==> src/rtl/uart_rx_ctrl_if.sv <==
// rtl/uart_rx_ctrl_if.sv - byte read port between the uart_rx_ctrl FIFO and its consumer
//   rd_valid  FIFO non-empty (driven by the controller)
//   rd_data   FIFO head byte, first-word fall-through (driven by the controller)
//   rd_ready  consumer pop request; a pop happens when rd_valid & rd_ready
interface uart_rx_ctrl_if;
    logic       rd_valid;
    logic [7:0] rd_data;
    logic       rd_ready;

    modport master (
        output rd_valid,
        output rd_data,
        input  rd_ready
    );

    modport slave (
        input  rd_valid,
        input  rd_data,
        output rd_ready
    );
endinterface

==> src/rtl/uart_rx_ctrl.sv <==
// rtl/uart_rx_ctrl.sv - uart_rx enable/baud gating, receive FIFO and interrupt generation
//   clk_i, rst_ni          clock, asynchronous active-low reset
//   cfg_*                  enable, clocks per bit, watermark, timeout bit-times
//   fifo_clr_i, intr_clr_i FIFO flush pulse, W1C {timeout, overflow, watermark}
//   rx_dv_i, rx_byte_i     byte strobe and byte from uart_rx
//   rx_en_o, clks_per_bit_o drive uart_rx
//   rd                     read port (uart_rx_ctrl_if.master)
//   fifo_level_o, fifo_full_o, state_o, intr_*_o status and interrupts
module uart_rx_ctrl #(
    parameter  int DEPTH = 16,
    localparam int AW    = $clog2(DEPTH)
) (
    input  logic           clk_i,
    input  logic           rst_ni,
    input  logic           cfg_en_i,
    input  logic [15:0]    cfg_clks_per_bit_i,
    input  logic [AW:0]    cfg_watermark_i,
    input  logic [7:0]     cfg_timeout_bits_i,
    input  logic           fifo_clr_i,
    input  logic [2:0]     intr_clr_i,
    input  logic           rx_dv_i,
    input  logic [7:0]     rx_byte_i,
    output logic           rx_en_o,
    output logic [15:0]    clks_per_bit_o,
    output logic [AW:0]    fifo_level_o,
    output logic           fifo_full_o,
    output logic [1:0]     state_o,
    output logic           intr_watermark_o,
    output logic           intr_overflow_o,
    output logic           intr_timeout_o,
    uart_rx_ctrl_if.master rd
);

    typedef enum logic [1:0] {
        ST_OFF     = 2'b00,
        ST_RUN     = 2'b01,
        ST_QUIESCE = 2'b10
    } state_e;

    // A full frame is start + 8 data + parity/stop margin: 11 bit-times
    // is long enough for any frame already in flight to land.
    localparam logic [3:0]  QUIESCE_LAST_TICK = 4'd10;
    localparam logic [AW:0] LEVEL_FULL        = (AW+1)'(DEPTH);

    state_e        state_q;
    logic [15:0]   bit_cnt_q;
    logic [15:0]   bit_cnt_nxt;
    logic [3:0]    q_ticks_q;
    logic          bit_tick;

    logic [7:0]    mem_q [DEPTH];
    logic [AW-1:0] wr_ptr_q;
    logic [AW-1:0] rd_ptr_q;
    logic [AW:0]   level_q;
    logic          fifo_empty;
    logic          fifo_full;
    logic          push;
    logic          pop;
    logic          ovf_evt;

    logic [7:0]    idle_q;
    logic [7:0]    idle_nxt;
    logic          idle_clr;
    logic          to_fired_q;
    logic          to_evt;

    logic          unused_intr_clr;

    // intr_clr_i[0] targets the watermark interrupt, which is level based
    // and has nothing to clear.
    assign unused_intr_clr = intr_clr_i[0];

    // ------------------------------------------------------------------
    // Bit-tick generator and receiver FSM
    // ------------------------------------------------------------------
    assign bit_tick = (state_q != ST_OFF) && (bit_cnt_q == clks_per_bit_o - 16'd1);

    always_comb begin
        bit_cnt_nxt = bit_cnt_q + 16'd1;
        // rx_dv_i marks a frame boundary, so bit timing re-aligns to it.
        if (rx_dv_i || bit_tick) begin
            bit_cnt_nxt = '0;
        end
    end

    always_ff @(posedge clk_i or negedge rst_ni) begin
        if (!rst_ni) begin
            state_q        <= ST_OFF;
            rx_en_o        <= 1'b0;
            clks_per_bit_o <= 16'd2;
            bit_cnt_q      <= '0;
            q_ticks_q      <= '0;
        end else begin
            case (state_q)
                ST_OFF: begin
                    clks_per_bit_o <= cfg_clks_per_bit_i;
                    bit_cnt_q      <= '0;
                    q_ticks_q      <= '0;
                    if (cfg_en_i && (cfg_clks_per_bit_i >= 16'd2)) begin
                        state_q <= ST_RUN;
                        rx_en_o <= 1'b1;
                    end
                end
                ST_RUN: begin
                    bit_cnt_q <= bit_cnt_nxt;
                    if (!cfg_en_i || (cfg_clks_per_bit_i != clks_per_bit_o)) begin
                        state_q   <= ST_QUIESCE;
                        rx_en_o   <= 1'b0;
                        bit_cnt_q <= '0;
                        q_ticks_q <= '0;
                    end
                end
                ST_QUIESCE: begin
                    if (rx_dv_i || (bit_tick && (q_ticks_q == QUIESCE_LAST_TICK))) begin
                        state_q   <= ST_OFF;
                        bit_cnt_q <= '0;
                    end else begin
                        bit_cnt_q <= bit_cnt_nxt;
                        if (bit_tick) begin
                            q_ticks_q <= q_ticks_q + 4'd1;
                        end
                    end
                end
                default: begin
                    state_q <= ST_OFF;
                    rx_en_o <= 1'b0;
                end
            endcase
        end
    end

    assign state_o = state_q;

    // ------------------------------------------------------------------
    // Receive FIFO
    // ------------------------------------------------------------------
    assign fifo_empty = (level_q == '0);
    assign fifo_full  = (level_q == LEVEL_FULL);
    assign pop        = rd.rd_valid && rd.rd_ready;
    // A pop in the same cycle frees the slot, so a full FIFO still accepts.
    assign push       = rx_dv_i && (!fifo_full || pop);
    assign ovf_evt    = rx_dv_i && fifo_full && !pop && !fifo_clr_i;

    always_ff @(posedge clk_i or negedge rst_ni) begin
        if (!rst_ni) begin
            for (int i = 0; i < DEPTH; i++) begin
                mem_q[i] <= '0;
            end
            wr_ptr_q <= '0;
            rd_ptr_q <= '0;
            level_q  <= '0;
        end else if (fifo_clr_i) begin
            wr_ptr_q <= '0;
            rd_ptr_q <= '0;
            level_q  <= '0;
        end else begin
            if (push) begin
                mem_q[wr_ptr_q] <= rx_byte_i;
                wr_ptr_q        <= wr_ptr_q + 1'b1;
            end
            if (pop) begin
                rd_ptr_q <= rd_ptr_q + 1'b1;
            end
            case ({push, pop})
                2'b10:   level_q <= level_q + 1'b1;
                2'b01:   level_q <= level_q - 1'b1;
                default: level_q <= level_q;
            endcase
        end
    end

    assign rd.rd_valid   = !fifo_empty;
    assign rd.rd_data    = mem_q[rd_ptr_q];
    assign fifo_level_o  = level_q;
    assign fifo_full_o   = fifo_full;

    // ------------------------------------------------------------------
    // Character timeout
    // ------------------------------------------------------------------
    assign idle_clr = push || pop || fifo_clr_i || fifo_empty;

    always_comb begin
        idle_nxt = idle_q;
        if (idle_clr) begin
            idle_nxt = '0;
        end else if (bit_tick && (idle_q != 8'hFF)) begin
            idle_nxt = idle_q + 8'd1;
        end
    end

    // Fires on the edge where the count reaches the threshold; to_fired_q
    // keeps a saturated count from firing again until traffic re-arms it.
    assign to_evt = !to_fired_q && (cfg_timeout_bits_i != 8'd0) &&
                    (idle_nxt == cfg_timeout_bits_i);

    always_ff @(posedge clk_i or negedge rst_ni) begin
        if (!rst_ni) begin
            idle_q     <= '0;
            to_fired_q <= 1'b0;
        end else begin
            idle_q     <= idle_nxt;
            to_fired_q <= idle_clr ? 1'b0 : (to_fired_q || to_evt);
        end
    end

    // ------------------------------------------------------------------
    // Interrupts: a set event beats a simultaneous clear
    // ------------------------------------------------------------------
    always_ff @(posedge clk_i or negedge rst_ni) begin
        if (!rst_ni) begin
            intr_overflow_o <= 1'b0;
            intr_timeout_o  <= 1'b0;
        end else begin
            intr_overflow_o <= ovf_evt || (intr_overflow_o && !intr_clr_i[1]);
            intr_timeout_o  <= to_evt  || (intr_timeout_o  && !intr_clr_i[2]);
        end
    end

    assign intr_watermark_o = (cfg_watermark_i != '0) && (level_q >= cfg_watermark_i);

endmodule

==> src/flat_wrapper.sv <==
// flat-port wrapper written by rule: the top's interface ports become plain ports
module uart_rx_ctrl_flat 
#(
    parameter  int DEPTH = 16,
    localparam int AW    = $clog2(DEPTH)
)
  (clk_i, rst_ni, cfg_en_i, cfg_clks_per_bit_i, cfg_watermark_i, cfg_timeout_bits_i, fifo_clr_i, intr_clr_i, rx_dv_i, rx_byte_i, rx_en_o, clks_per_bit_o, fifo_level_o, fifo_full_o, state_o, intr_watermark_o, intr_overflow_o, intr_timeout_o, rd_rd_valid, rd_rd_data, rd_rd_ready);
  uart_rx_ctrl_if rd_i ();
  input  logic clk_i;
  input  logic rst_ni;
  input  logic cfg_en_i;
  input  logic [15:0] cfg_clks_per_bit_i;
  input  logic [AW:0] cfg_watermark_i;
  input  logic [7:0] cfg_timeout_bits_i;
  input  logic fifo_clr_i;
  input  logic [2:0] intr_clr_i;
  input  logic rx_dv_i;
  input  logic [7:0] rx_byte_i;
  output logic rx_en_o;
  output logic [15:0] clks_per_bit_o;
  output logic [AW:0] fifo_level_o;
  output logic fifo_full_o;
  output logic [1:0] state_o;
  output logic intr_watermark_o;
  output logic intr_overflow_o;
  output logic intr_timeout_o;
  output wire logic [$bits(rd_i.rd_valid)-1:0] rd_rd_valid;
  output wire logic [$bits(rd_i.rd_data)-1:0] rd_rd_data;
  input wire logic [$bits(rd_i.rd_ready)-1:0] rd_rd_ready;
  assign rd_rd_valid = rd_i.rd_valid;
  assign rd_rd_data = rd_i.rd_data;
  assign rd_i.rd_ready = rd_rd_ready;
  uart_rx_ctrl #(.DEPTH(DEPTH)) u_core (.clk_i(clk_i), .rst_ni(rst_ni), .cfg_en_i(cfg_en_i), .cfg_clks_per_bit_i(cfg_clks_per_bit_i), .cfg_watermark_i(cfg_watermark_i), .cfg_timeout_bits_i(cfg_timeout_bits_i), .fifo_clr_i(fifo_clr_i), .intr_clr_i(intr_clr_i), .rx_dv_i(rx_dv_i), .rx_byte_i(rx_byte_i), .rx_en_o(rx_en_o), .clks_per_bit_o(clks_per_bit_o), .fifo_level_o(fifo_level_o), .fifo_full_o(fifo_full_o), .state_o(state_o), .intr_watermark_o(intr_watermark_o), .intr_overflow_o(intr_overflow_o), .intr_timeout_o(intr_timeout_o), .rd(rd_i));
endmodule
==> config.mk <==
export PLATFORM = sky130hd
export DESIGN_NAME = uart_rx_ctrl_flat
export DESIGN_NICKNAME = d
export VERILOG_FILES = /design/src/rtl/uart_rx_ctrl_if.sv /design/src/rtl/uart_rx_ctrl.sv /design/src/flat_wrapper.sv
export SDC_FILE = /design/constraint.sdc
export NUM_CORES = 1
export LEC_CHECK = 0
export BUFFER_PORTS_ARGS = -buffer_cell sky130_fd_sc_hd__buf_4
export CAP_MARGIN = 5
export CORE_MARGIN = 5
export CORE_UTILIZATION = 60
export DETAILED_ROUTE_END_ITERATION = 8
export GPL_ROUTABILITY_DRIVEN = 1
export PLACE_DENSITY_LB_ADDON = 0.2
export SYNTH_ARGS = -nofsm -noshare
export SYNTH_HDL_FRONTEND = slang
export SYNTH_SLANG_ARGS = --single-unit
==> constraint.sdc <==
create_clock -name clk_i -period 6 [get_ports clk_i]
set_input_delay 0.6 -clock clk_i [delete_from_list [all_inputs] [get_ports clk_i]]
set_output_delay 0.6 -clock clk_i [all_outputs]
set_load 0.1 [all_outputs]
==> implementation parameters <==
Parameter                              Value

Outcome
  Status    complete, no violations

Global routing
  Number of antenna violations at the first check in global routing    0
  Grt ovf    0
  Total global-route track usage    24.7%
  Vias in the first global route    around 7k
  Maximum number of pins on one net before global-route repair    76
  First-pass GRT wire length    38400 µm

Power
  Switching fraction of total power    45.2%
  Portion of total power attributed to sequential cells    between 30% and 40%
  Net switching power figure    0.00229 W
  Total leakage power    5.24 nW
  Power density of the placed cells    445 nW/µm²
  Portion of total power attributed to the clock network    21.9%
  Combinational group share of total power    44.3%
  Internal Dissipation    0.00278 W
  Peak supply drop    about 0.38 mV

Floorplan
  Die Span X    around 140 µm
  Die footprint    between 15000 and 20000 µm²
  Height of the die    140 µm
  IO Pins    83
  Core region area    between 15000 and 20000 µm²
  Std-Cell Rows    47
  Initial core utilization    61.1%

CTS
  Number of buffers on the longest clock path    2
  H-tree Lvls    4
  Number of clock sinks    around 190
  Clk_lat worst skew    0.44 ns
  Clock slew at the register clock pins of the worst setup and hold paths    0.07 ns
  Setup fix buffers added after clock tree synthesis    0
  CTS root buf    sky130_fd_sc_hd__clkbuf_16
  Post-CTS sizing    0
  CTS tree    yes
  Total clock buffers created by CTS    17
  Hold buffer count at cts    0

Routing
  Average wire per standard cell    about 21 µm
  Violation count after the first detailed-route iteration    615
  Via count    about 7.0k
  Detailed-routing iteration count for the pre-antenna-repair pass    5
  Post-route ant nets    0
  Routed WL    23400 µm
  Via/cell ratio    6.27
  Number of DRC violations after detailed routing    0

Timing
  Final cycle utilization of the critical path    75.1%
  Clock period minus final worst setup slack    4.51 ns
  Slew margin rel.    30.4%
  Unrepaired setup endpoints after global routing    false
  Final-report max-slew violation count    0
  Setup skew after layout    0.0111 ns
  Count of final hold-check violations    0
  Number of endpoints failing setup at the final stage    0
  Highest achievable clock rate    222 MHz
  Setup TNS    0 ns
  Slew of the pin with the lowest slew margin    1.03 ns

Placement
  Placer congestion estimate    0.879
  Cell area reported after detailed placement    10800 µm²
  Post-DP HPWL    15800 µm
  Total of buffers placed on input and output ports    81

Yosys
  Count of distinct cell types in the synthesized netlist    60
  Primary flip-flop cell chosen by synthesis mapping    sky130_fd_sc_hd__dfrtp_1
  Part of the Yosys area used for sequential elements    a little under half
  Post-synthesis instance area    10100 µm²
  Post-synthesis net count    900
  Number of synthesized flops with an enable pin    0
  Async S/R FF share, synth    100%
  Cells after Synth    between 800 and 900
  Number of synthesized register bits    191
  Count of warnings emitted by yosys    0
  Synthesized area per cell    12.1 µm²

Critical path
  Highest fanout seen on the critical path    12
  Startpoint type of the worst setup path    register
  CP max stage delay    0.69 ns
  FF-to-FF End    u_core.to_fired_q
  Register-to-Register Setup Slack    1.49 ns
  Crit end category    register
  Standard cell with the maximum stage delay on the critical path    sky130_fd_sc_hd__or4_2
  Class of the most critical setup path    reg -> reg
  Reg2reg start    u_core.clks_per_bit_o[0]
  Cell Chain, Critical Path    inv_1, ha_1, or4b_4, or3_1, a2111oi_2, o2111ai_1, or4_4, or4_2, a21oi_2, xor2_1, or4_1, o21ai_1
  Required @ worst endpoint    roughly 6.4 ns
  Cell count of the worst reg-to-reg path    12
  Arrival time of the worst setup path    ~5 ns

Layout
  Most common library cell in the layout ignoring fill and taps    sky130_fd_sc_hd__dfrtp_1
  Net count, final    around 960
  Fin util    between 60% and 70%
  Layout cell share with drive strength beyond 1    35.4%
  Cell area after layout    11400 µm²
  Area growth from synthesis to final layout    12.9%
  Leading cell types in the layout, fill and taps excluded    sky130_fd_sc_hd__dfrtp_1 (189), sky130_fd_sc_hd__mux2_2 (143), sky130_fd_sc_hd__buf_4 (85)
  Number of diodes    0

Min path
  Min-delay worst type    in -> async

Job
  MaxCap Viol Count    0
-- metal layers --
layer | part of all wire, % | global-route usage [%] | vias to the layer above
li1 | - | - | 3135
met1 | 44 | 35.8 | 3665
met2 | 50 | 39.6 | 200
met3 | 4.9 | 4.80 | 29
met4 | 1.1 | 5.25 | 0
met5 | 0 | 0 | -
-- worst max-delay path by stage --
| stage | startpoint | end | slack, ns | depth (start not counted) |
|---|---|---|---|---|
| after floorplan | u_core.clks_per_bit_o[0] | u_core.to_fired_q | 1.30 | 13 |
| after global placement | u_core.clks_per_bit_o[0] | u_core.to_fired_q | 1.57 | 12 |
| after detailed placement | u_core.clks_per_bit_o[0] | u_core.to_fired_q | 1.52 | 12 |
| after CTS | u_core.clks_per_bit_o[0] | u_core.to_fired_q | 1.50 | 12 |
| after global routing | u_core.clks_per_bit_o[0] | u_core.to_fired_q | 1.17 | 12 |
| final | u_core.clks_per_bit_o[0] | u_core.to_fired_q | 1.49 | 12 |
-- critical path: cells and delay by family (launching register included) --
kind | cells | cell delay, ns
compound gates | 4 | 0.86
xor+xnor | 1 | 0.09
fa+ha+maj | 1 | 0.22
buf+inv | 1 | 0.11
flops | 1 | 0.47
simple gates | 5 | 2.68
-- cells by family (layout without fill, tap and decap cells) --
group                      after synthesis  count (layout)  share of synthesized area (%)
AOI/OAI and AO/OA                       97              97                           6.03
buffers and inverters                   70             140                           2.84
adders and majority gates               23              23                           2.93
muxes                                  186             186                           25.2
DFF                                    191             191                           47.4
and+or+nand+nor                        211             211                           11.0
xor gates and xnor gates                53              53                           4.60
-- synth_stat cells, drive strengths merged (2+ instances only) --
cell       n  area, µm²
dfrtp    190       4750
mux2     143       1610
nor2      47        176
nand2     46        173
mux4      40        901
o21ai     38        190
clkbuf    36        135
xnor2     27        236
xor2      26        228
ha        22        275
inv       22       82.6
nand3     21        105
a21oi     19       98.9
nand2b    19        119
nor4      13       81.3
buf       12       68.8
nand4     11       68.8
and3       9       56.3
nor3       9       61.3
a21o       7       52.6
and2       6       37.5
nor2b      6       37.5
o31ai      6       45.0
or3        6       40.0
or4        6       51.3
a31oi      4       25.0
a211oi     3       22.5
mux2i      3       30.0
nand3b     3       22.5
nand4b     3       26.3
o22ai      3       18.8
a22oi      2       15.0
a311oi     2       17.5
o2111ai    2       17.5
o22a       2       17.5
o41ai      2       17.5
or2        2       12.5
-- area by class of cell --
type	count	area [µm²]
Clock buffer	19	453
Clock inverter	13	126
Fill cell	1162	5130
Inverter	22	82.6
Multi-Input combinational cell	570	5020
Sequential cell	191	4780
Tap cell	220	275
Timing Repair Buffer	86	649
-- registers in the layout, summed over array words and instances (netlist names) --
signal	flops
u_core.q_ticks_q	4
u_core.to_fired_q	1
u_core.rd_ptr_q	4
u_core.state_o	2
u_core.idle_q	8
u_core.wr_ptr_q	4
u_core.bit_cnt_q	16
u_core.rx_en_o	1
u_core.intr_timeout_o	1
u_core.clks_per_bit_o	16
u_core.intr_overflow_o	1
u_core.mem_q	128
u_core.fifo_level_o	5
-- per-stage QoR --
stage / instances / setup WS (ns) / total power, W / hold slack [ns]
2_1_floorplan: 831 / 1.30 / 0.00348 / 0.304
3_5_place_dp: 1089 / 1.52 / 0.00398 / 0.490
5_1_grt: 1121 / 1.17 / 0.00530 / 0.163
6_report: 1121 / 1.49 / 0.00507 / 0.124
3_3_place_gp: 1089 / 1.57 / 0.00391 / 0.473
4_1_cts: 1121 / 1.50 / 0.00509 / 0.138
-- power by group through the flow --
stage / Sequential [W] / Combinational [W] / Clock, W
final: 0.00171 / 0.00225 / 0.00111
after CTS: 0.00171 / 0.00225 / 0.00113
after detailed placement: 0.00173 / 0.00225 / 0
after floorplan: 0.00217 / 0.00131 / 0
after global routing: 0.00174 / 0.00237 / 0.00120
after global placement: 0.00171 / 0.00221 / 0
Power figures use the tool's default switching activity.
